## config.mk

```make
export PLATFORM = sky130hd
export DESIGN_NAME = divider_32by16_flat
export DESIGN_NICKNAME = d
export VERILOG_FILES = /design/src/rtl/divider_if.sv /design/src/rtl/divider_32by16.sv /design/src/flat_wrapper.sv
export SDC_FILE = /design/constraint.sdc
export NUM_CORES = 1
export LEC_CHECK = 0
export ABC_AREA = 1
export ABC_CLOCK_PERIOD_IN_PS = 5100
export BUFFER_PORTS_ARGS = -buffer_cell sky130_fd_sc_hd__buf_2
export CAP_MARGIN = 20
export CORE_UTILIZATION = 60
export CTS_CLUSTER_DIAMETER = 100
export DETAILED_ROUTE_END_ITERATION = 10
export PLACE_DENSITY = 0.85
export SETUP_SLACK_MARGIN = 0.2
export SLEW_MARGIN = 5
export SYNTH_ARGS = -nofsm -noshare
export SYNTH_HDL_FRONTEND = slang
export SYNTH_SLANG_ARGS = --single-unit
```

## constraint.sdc

```tcl
create_clock -name clk -period 5.1 [get_ports clk]
set_input_delay 1.275 -clock clk [delete_from_list [all_inputs] [get_ports clk]]
set_output_delay 1.275 -clock clk [all_outputs]
set_load 0.05 [all_outputs]
```

## src/rtl/divider_if.sv

```systemverilog
// ---------------------------------------------------------------------------
// divider_if -- request/result bundle for divider_32by16.
//
// Signals (N = divisor/quotient/remainder width, dividend is 2N bits):
//   start     : request to begin a division (master -> slave)
//   dividend  : 2N-bit unsigned dividend        (master -> slave)
//   divisor   : N-bit unsigned divisor          (master -> slave)
//   busy      : division in progress            (slave -> master)
//   done      : one-cycle result-valid pulse    (slave -> master)
//   quotient  : N-bit unsigned quotient         (slave -> master)
//   remainder : N-bit unsigned remainder        (slave -> master)
//   error     : divide-by-zero / overflow flag  (slave -> master)
// ---------------------------------------------------------------------------
interface divider_if #(
   parameter int N = 16
);
   logic             start;
   logic [2*N-1:0]   dividend;
   logic [N-1:0]     divisor;
   logic             busy;
   logic             done;
   logic [N-1:0]     quotient;
   logic [N-1:0]     remainder;
   logic             error;

   modport master (
      output start, dividend, divisor,
      input  busy, done, quotient, remainder, error
   );

   modport slave (
      input  start, dividend, divisor,
      output busy, done, quotient, remainder, error
   );
endinterface

```

## src/rtl/divider_32by16.sv

```systemverilog
// ---------------------------------------------------------------------------
// divider_32by16 -- sequential restoring radix-2 divider, 2N-bit / N-bit.
//
// Ports:
//   clk   : single clock, all state changes on its rising edge
//   rst_n : synchronous active-low reset
//   bus   : divider_if.slave (start, dividend, divisor in;
//           busy, done, quotient, remainder, error out)
//
// Timing: a start sampled in IDLE at edge k enters CALC at edge k+1, runs
// N steps and shows done (with busy) during the cycle after edge k+N+1.
//
// Optional feature: define DIV_ERR_CHECK_EN to compile in operand checking.
// Illegal operands (divisor == 0 or dividend[2N-1:N] >= divisor) then skip
// CALC, going straight to DONE with error=1, quotient=all ones and
// remainder=dividend[N-1:0]. Without the macro error is tied to 0 and every
// request takes the full CALC path.
// ---------------------------------------------------------------------------
module divider_32by16 #(
   parameter int N = 16
) (
   input  logic      clk,
   input  logic      rst_n,
   divider_if.slave  bus
);

   localparam int CNT_W = $clog2(N + 1);

   localparam logic [1:0] IDLE = 2'd0;
   localparam logic [1:0] CALC = 2'd1;
   localparam logic [1:0] DONE = 2'd2;

   logic [1:0]       state;
   logic             req_q;      // start captured in IDLE, acted on next cycle
   logic [N-1:0]     part_r;     // partial remainder (upper dividend half)
   logic [N-1:0]     shreg_r;    // lower dividend bits out, quotient bits in
   logic [N-1:0]     dvs_r;
   logic [CNT_W-1:0] step_cnt;
   logic [N-1:0]     quot_r;
   logic [N-1:0]     rem_r;

   logic             take;
   logic [N:0]       shifted;
   logic             ge;
   logic [N-1:0]     part_nxt;
   logic [N-1:0]     shreg_nxt;

   // NOTE: start is registered before the FSM acts on it, so operands are
   // captured from the pins at edge k and the FSM leaves IDLE at edge k+1.
   // Re-capture is blocked while a captured request is pending.
   assign take = (state == IDLE) && bus.start && !req_q;

   // One restoring step: bring the next dividend bit into an (N+1)-bit
   // partial remainder, subtract the divisor when it fits.
   // NOTE: every always_comb output gets a value on every path; a missing
   // default would infer a latch.
   always_comb begin
      shifted   = {part_r, shreg_r[N-1]};
      ge        = (shifted >= {1'b0, dvs_r});
      part_nxt  = shifted[N-1:0];
      if (ge) begin
         part_nxt = N'(shifted - {1'b0, dvs_r});
      end
      shreg_nxt = {shreg_r[N-2:0], ge};
   end

`ifdef DIV_ERR_CHECK_EN
   logic op_err;
   logic err_r;

   // Divisor zero, or the quotient would not fit in N bits.
   assign op_err = (dvs_r == '0) || (part_r >= dvs_r);
`endif

   // NOTE: reset is synchronous; datapath registers are cleared together
   // with the outputs so the visible results read 0 straight after reset.
   always_ff @(posedge clk) begin
      if (!rst_n) begin
         state    <= IDLE;
         req_q    <= 1'b0;
         part_r   <= '0;
         shreg_r  <= '0;
         dvs_r    <= '0;
         step_cnt <= '0;
         quot_r   <= '0;
         rem_r    <= '0;
`ifdef DIV_ERR_CHECK_EN
         err_r    <= 1'b0;
`endif
      end else begin
         // NOTE: sequential state uses non-blocking assignments only, so
         // every register here sees the pre-edge values of the others.
         req_q <= take;

         if (take) begin
            part_r  <= bus.dividend[2*N-1:N];
            shreg_r <= bus.dividend[N-1:0];
            dvs_r   <= bus.divisor;
         end

         case (state)
            IDLE: begin
               if (req_q) begin
                  step_cnt <= '0;
`ifdef DIV_ERR_CHECK_EN
                  if (op_err) begin
                     state  <= DONE;
                     quot_r <= '1;
                     rem_r  <= shreg_r;
                     err_r  <= 1'b1;
                  end else begin
                     state  <= CALC;
                  end
`else
                  state <= CALC;
`endif
               end
            end

            CALC: begin
               part_r   <= part_nxt;
               shreg_r  <= shreg_nxt;
               step_cnt <= step_cnt + 1'b1;
               if (step_cnt == CNT_W'(N - 1)) begin
                  state  <= DONE;
                  quot_r <= shreg_nxt;
                  rem_r  <= part_nxt;
`ifdef DIV_ERR_CHECK_EN
                  err_r  <= 1'b0;
`endif
               end
            end

            DONE: begin
               state <= IDLE;
            end

            default: begin
               state <= IDLE;
            end
         endcase
      end
   end

   assign bus.busy      = (state == CALC) || (state == DONE);
   assign bus.done      = (state == DONE);
   assign bus.quotient  = quot_r;
   assign bus.remainder = rem_r;
`ifdef DIV_ERR_CHECK_EN
   assign bus.error     = err_r;
`else
   assign bus.error     = 1'b0;
`endif

endmodule

```

## src/flat_wrapper.sv

```systemverilog
// flat-port wrapper written by rule: the top's interface ports become plain ports
module divider_32by16_flat 
#(
   parameter int N = 16
)
  (clk, rst_n, bus_start, bus_dividend, bus_divisor, bus_busy, bus_done, bus_quotient, bus_remainder, bus_error);
  divider_if #(.N(N)) bus_i ();
  input  logic clk;
  input  logic rst_n;
  input wire logic [$bits(bus_i.start)-1:0] bus_start;
  input wire logic [$bits(bus_i.dividend)-1:0] bus_dividend;
  input wire logic [$bits(bus_i.divisor)-1:0] bus_divisor;
  output wire logic [$bits(bus_i.busy)-1:0] bus_busy;
  output wire logic [$bits(bus_i.done)-1:0] bus_done;
  output wire logic [$bits(bus_i.quotient)-1:0] bus_quotient;
  output wire logic [$bits(bus_i.remainder)-1:0] bus_remainder;
  output wire logic [$bits(bus_i.error)-1:0] bus_error;
  assign bus_i.start = bus_start;
  assign bus_i.dividend = bus_dividend;
  assign bus_i.divisor = bus_divisor;
  assign bus_busy = bus_i.busy;
  assign bus_done = bus_i.done;
  assign bus_quotient = bus_i.quotient;
  assign bus_remainder = bus_i.remainder;
  assign bus_error = bus_i.error;
  divider_32by16 #(.N(N)) u_core (.clk(clk), .rst_n(rst_n), .bus(bus_i));
endmodule
```

==> summary.md <==
| Metric | Value |
|---|---|
| Vias in the first global route | ~4500 |
| Cells after synthesis | 725 |
| CTS tree | built |
| CTS HTree Levels | 3 |
| Critical path endpoint category | register |
| Worst Path Arrival | between 3 and 4 ns |
| Drt first-iter violations | 400 |
| Die Y | ~92 um |
| Max cap viols | 0 |
| Pin count of the biggest net entering global routing | 41 |
| Run status | complete, no violations |
| CP Class | register to register |
| Combinational Power Share | 0.528 |
| Hold_buf cts | 0 |
| Initial core utilization | 0.625 |
| Final worst path period need | ~2.9 ns |
| Flop pwr share | 0.289 |
| Total grt overflow | 0 |
| Post_cts resized | 0 |
| Total wire length | between 10 and 15 mm |
| Placement row count | 32 |
| Final period util | 0.575 |
| Post-CTS Setup Inserts | 0 |
| Crit-path max FO | 27 |
| #FFs+latches synth | 88 |
| Max_slew headroom | 0.283 |
| CP required | around 5.4 ns |
| CTS root buf | clkbuf_8 |
| Power Internal | 1.50 mW |
| Tot Pwr | 2.87 mW |
| Syn Nets | 798 |
| Mean number of vias per cell | roughly 5.4 |
| All-Layer GR Usage | 0.308 |
| Sink Count | a little under 90 |
| CTS Buffer Depth | 2 |
| P_leak | roughly 2.8 nW |
| Die X | about 90 um |
| Worst clock skew | around 0.010 ns |
| Initial antenna violation count | 0 |
| Dpl ws | between 1.5 and 2 ns |
| Final setup fails | 0 |
| Die area | between 8000 and 9000 um^2 |
| Power per cell area | around 520 nW/um^2 |
| Hold crit path type | register to register |
| Worst Max-Slew Pin Slew | approximately 1.1 ns |
| DR vias | 4833 |
| Core footprint | 7810 um^2 |
| Yosys warns | 0 |
| I/O Buffers | 84 |
| Count of cell types in the netlist | 36 |
| Clock transition at path regs | 0.09 ns |
| Diode count | 0 |
| Gpl congestion | roughly 0.95 |
| Avg Inst Size Synth | approximately 6.7 um^2 |
| Final nets | between 800 and 900 |
| Final setup TNS | 0 ns |
| Sw Pwr | between 1 and 1.5 mW |
| Clk network pwr share | 0.183 |
| Clock latency on the worst-skew pair | 0.37 ns |
| Sequential area share after synthesis | 0.361 |
| DRC | 0 |
| Global-route wire length before repair | roughly 21 mm |
| # fillers | approximately 680 |
| Maximum VDD drop | around 0.29 mV |
| Fin. Hold Viols | 0 |
| Drt pass-1 iters | 7 |
| Sw Ratio | 0.477 |
| Synth-to-Final Area Change | 13.2% |
| Cell area after synthesis | about 5000 um^2 |
| Util after Layout | 0.708 |
| Fin. max-slew vios | 0 |
| RSZ-0062 raised after global routing | false |
| Fmax | 341 MHz |
| Dpl hpwl | 9.02 mm |
| Per-cell routed wire length | 13.6 um |
| Critical Path Start Type | register |
| Final WS setup | 2.17 ns |
| Inserted Clock Buffers | 9 |
| I/O Pins | 86 |
| Routed Antenna Nets | 0 |
| Layout cell share with drive strength beyond 1 | 0.184 |
## worst max-delay path: stages (launching register included)
cell and delay [ns]:
dfxtp_1 0.38, inv_1 0.08, ha_1 0.38, buf_4 0.33, nor2_2 0.86, inv_1 0.35
o21ai_0 0.25, inv_1 0.06, a21oi_1 0.16
## routing by layer
| layer | track usage | vias to the layer above | share of wire |
|---|---|---|---|
| li1 | - | 2419 | - |
| met4 | 0.137 | 0 | 0.039 |
| met1 | 0.403 | 2165 | 0.44 |
| met3 | 0.0547 | 41 | 0.073 |
| met2 | 0.495 | 208 | 0.45 |
| met5 | 0 | - | 0 |
## placed cells by master (no fill, tap or decap), drive strengths merged, types with 2 or more instances in the layout
cell type	synthesis	layout
ha	21	21
and2	2	2
inv	116	119
a21o	5	5
clkinvlp	0	2
nand3	40	40
nand2	198	198
xnor2	2	2
a22o	9	9
nor2	73	73
o21ai	58	58
a31oi	15	15
a21oi	47	47
xor2	5	5
dfxtp	88	88
nor3	7	7
nand4	2	2
buf	12	89
clkbuf	19	10
## Yosys cell counts
library cell,n,area share
nand2_1,170,0.13
inv_1,115,0.088
dfxtp_1,88,0.36
nor2_1,70,0.054
o21ai_0,57,0.058
a21oi_1,40,0.041
nand3_1,38,0.039
nand2_2,25,0.032
ha_1,21,0.054
clkbuf_1,19,0.015
a31oi_1,15,0.019
a22o_1,9,0.016
a21oi_2,7,0.013
nor3_1,7,0.0072
a21o_1,5,0.0077
buf_4,5,0.0077
xor2_1,5,0.0090
buf_2,3,0.0031
nand2_4,3,0.0069
and2_1,2,0.0026
buf_1,2,0.0015
nand3_2,2,0.0041
nand4_1,2,0.0026
nor2_2,2,0.0026
xnor2_1,2,0.0036
a211oi_1,1,0.0015
buf_12,1,0.0041
buf_6,1,0.0023
clkinv_1,1,0.00077
conb_1,1,0.00077
fa_1,1,0.0041
inv_2,1,0.00077
nor2_4,1,0.0023
nor4_1,1,0.0013
o21a_1,1,0.0015
o21ai_1,1,0.0010
## flip-flops by register name (all words and copies together), names as in the netlist
register              flops
u_core.shreg_r           16
u_core.part_r            16
u_core.req_q              1
u_core.step_cnt           5
u_core.dvs_r             16
u_core.state              2
u_core.bus.quotient      16
u_core.bus.remainder     16
## logic make-up (layout without fill, tap and decap cells)
group           count (synthesis)  after routing  synth area share
simple gates                  323            323             0.285
buf+inv                       148            222             0.123
compound gates                136            136             0.159
flops                          88             88             0.361
fa+ha+maj                      22             22            0.0579
xor+xnor                        7              7            0.0126
other cells                     1              1          0.000768
## final timing paths
| kind | from | endpoint | slack (ns) | cells past startpoint |
|---|---|---|---|---|
| worst max-delay path | u_core.state[1] | u_core.part_r[14] | 2.17 | 8 |
| worst min-delay path | u_core.dvs_r[15] | u_core.dvs_r[15] | 0.47 | 2 |
| worst max register to register | u_core.state[1] | u_core.part_r[14] | 2.17 | 8 |
| worst min register to register | u_core.dvs_r[15] | u_core.dvs_r[15] | 0.47 | 2 |
## through the flow
step                std cells  cell area [um^2]  hold WS, ns
global route              901              5520        0.498
CTS                       901              5520        0.476
finish                    901              5520        0.471
detailed placement        885              5310        0.462
floorplan                 725              4880        0.435
global placement          884              5300        0.451
## power groups by stage
stage | combinational, mW | sequential (mW) | clock, mW
after floorplan | 1.21 | 0.818 | 0
after global placement | 1.45 | 0.839 | 0
after detailed placement | 1.48 | 0.841 | 0
after CTS | 1.50 | 0.826 | 0.530
after global routing | 1.71 | 0.836 | 0.549
final | 1.51 | 0.827 | 0.525
## layout make-up
class / instances / area (um^2) / area share
clock buffers: 10 / 138 / 0.0249
clock inverters: 6 / 73.8 / 0.0134
inverters: 117 / 439 / 0.0795
multi-input cells: 489 / 2520 / 0.456
flip-flops and latches: 88 / 1760 / 0.319
well taps: 102 / 128 / 0.0231
repair buffers: 89 / 465 / 0.0843
Power figures use the tool's default switching activity.
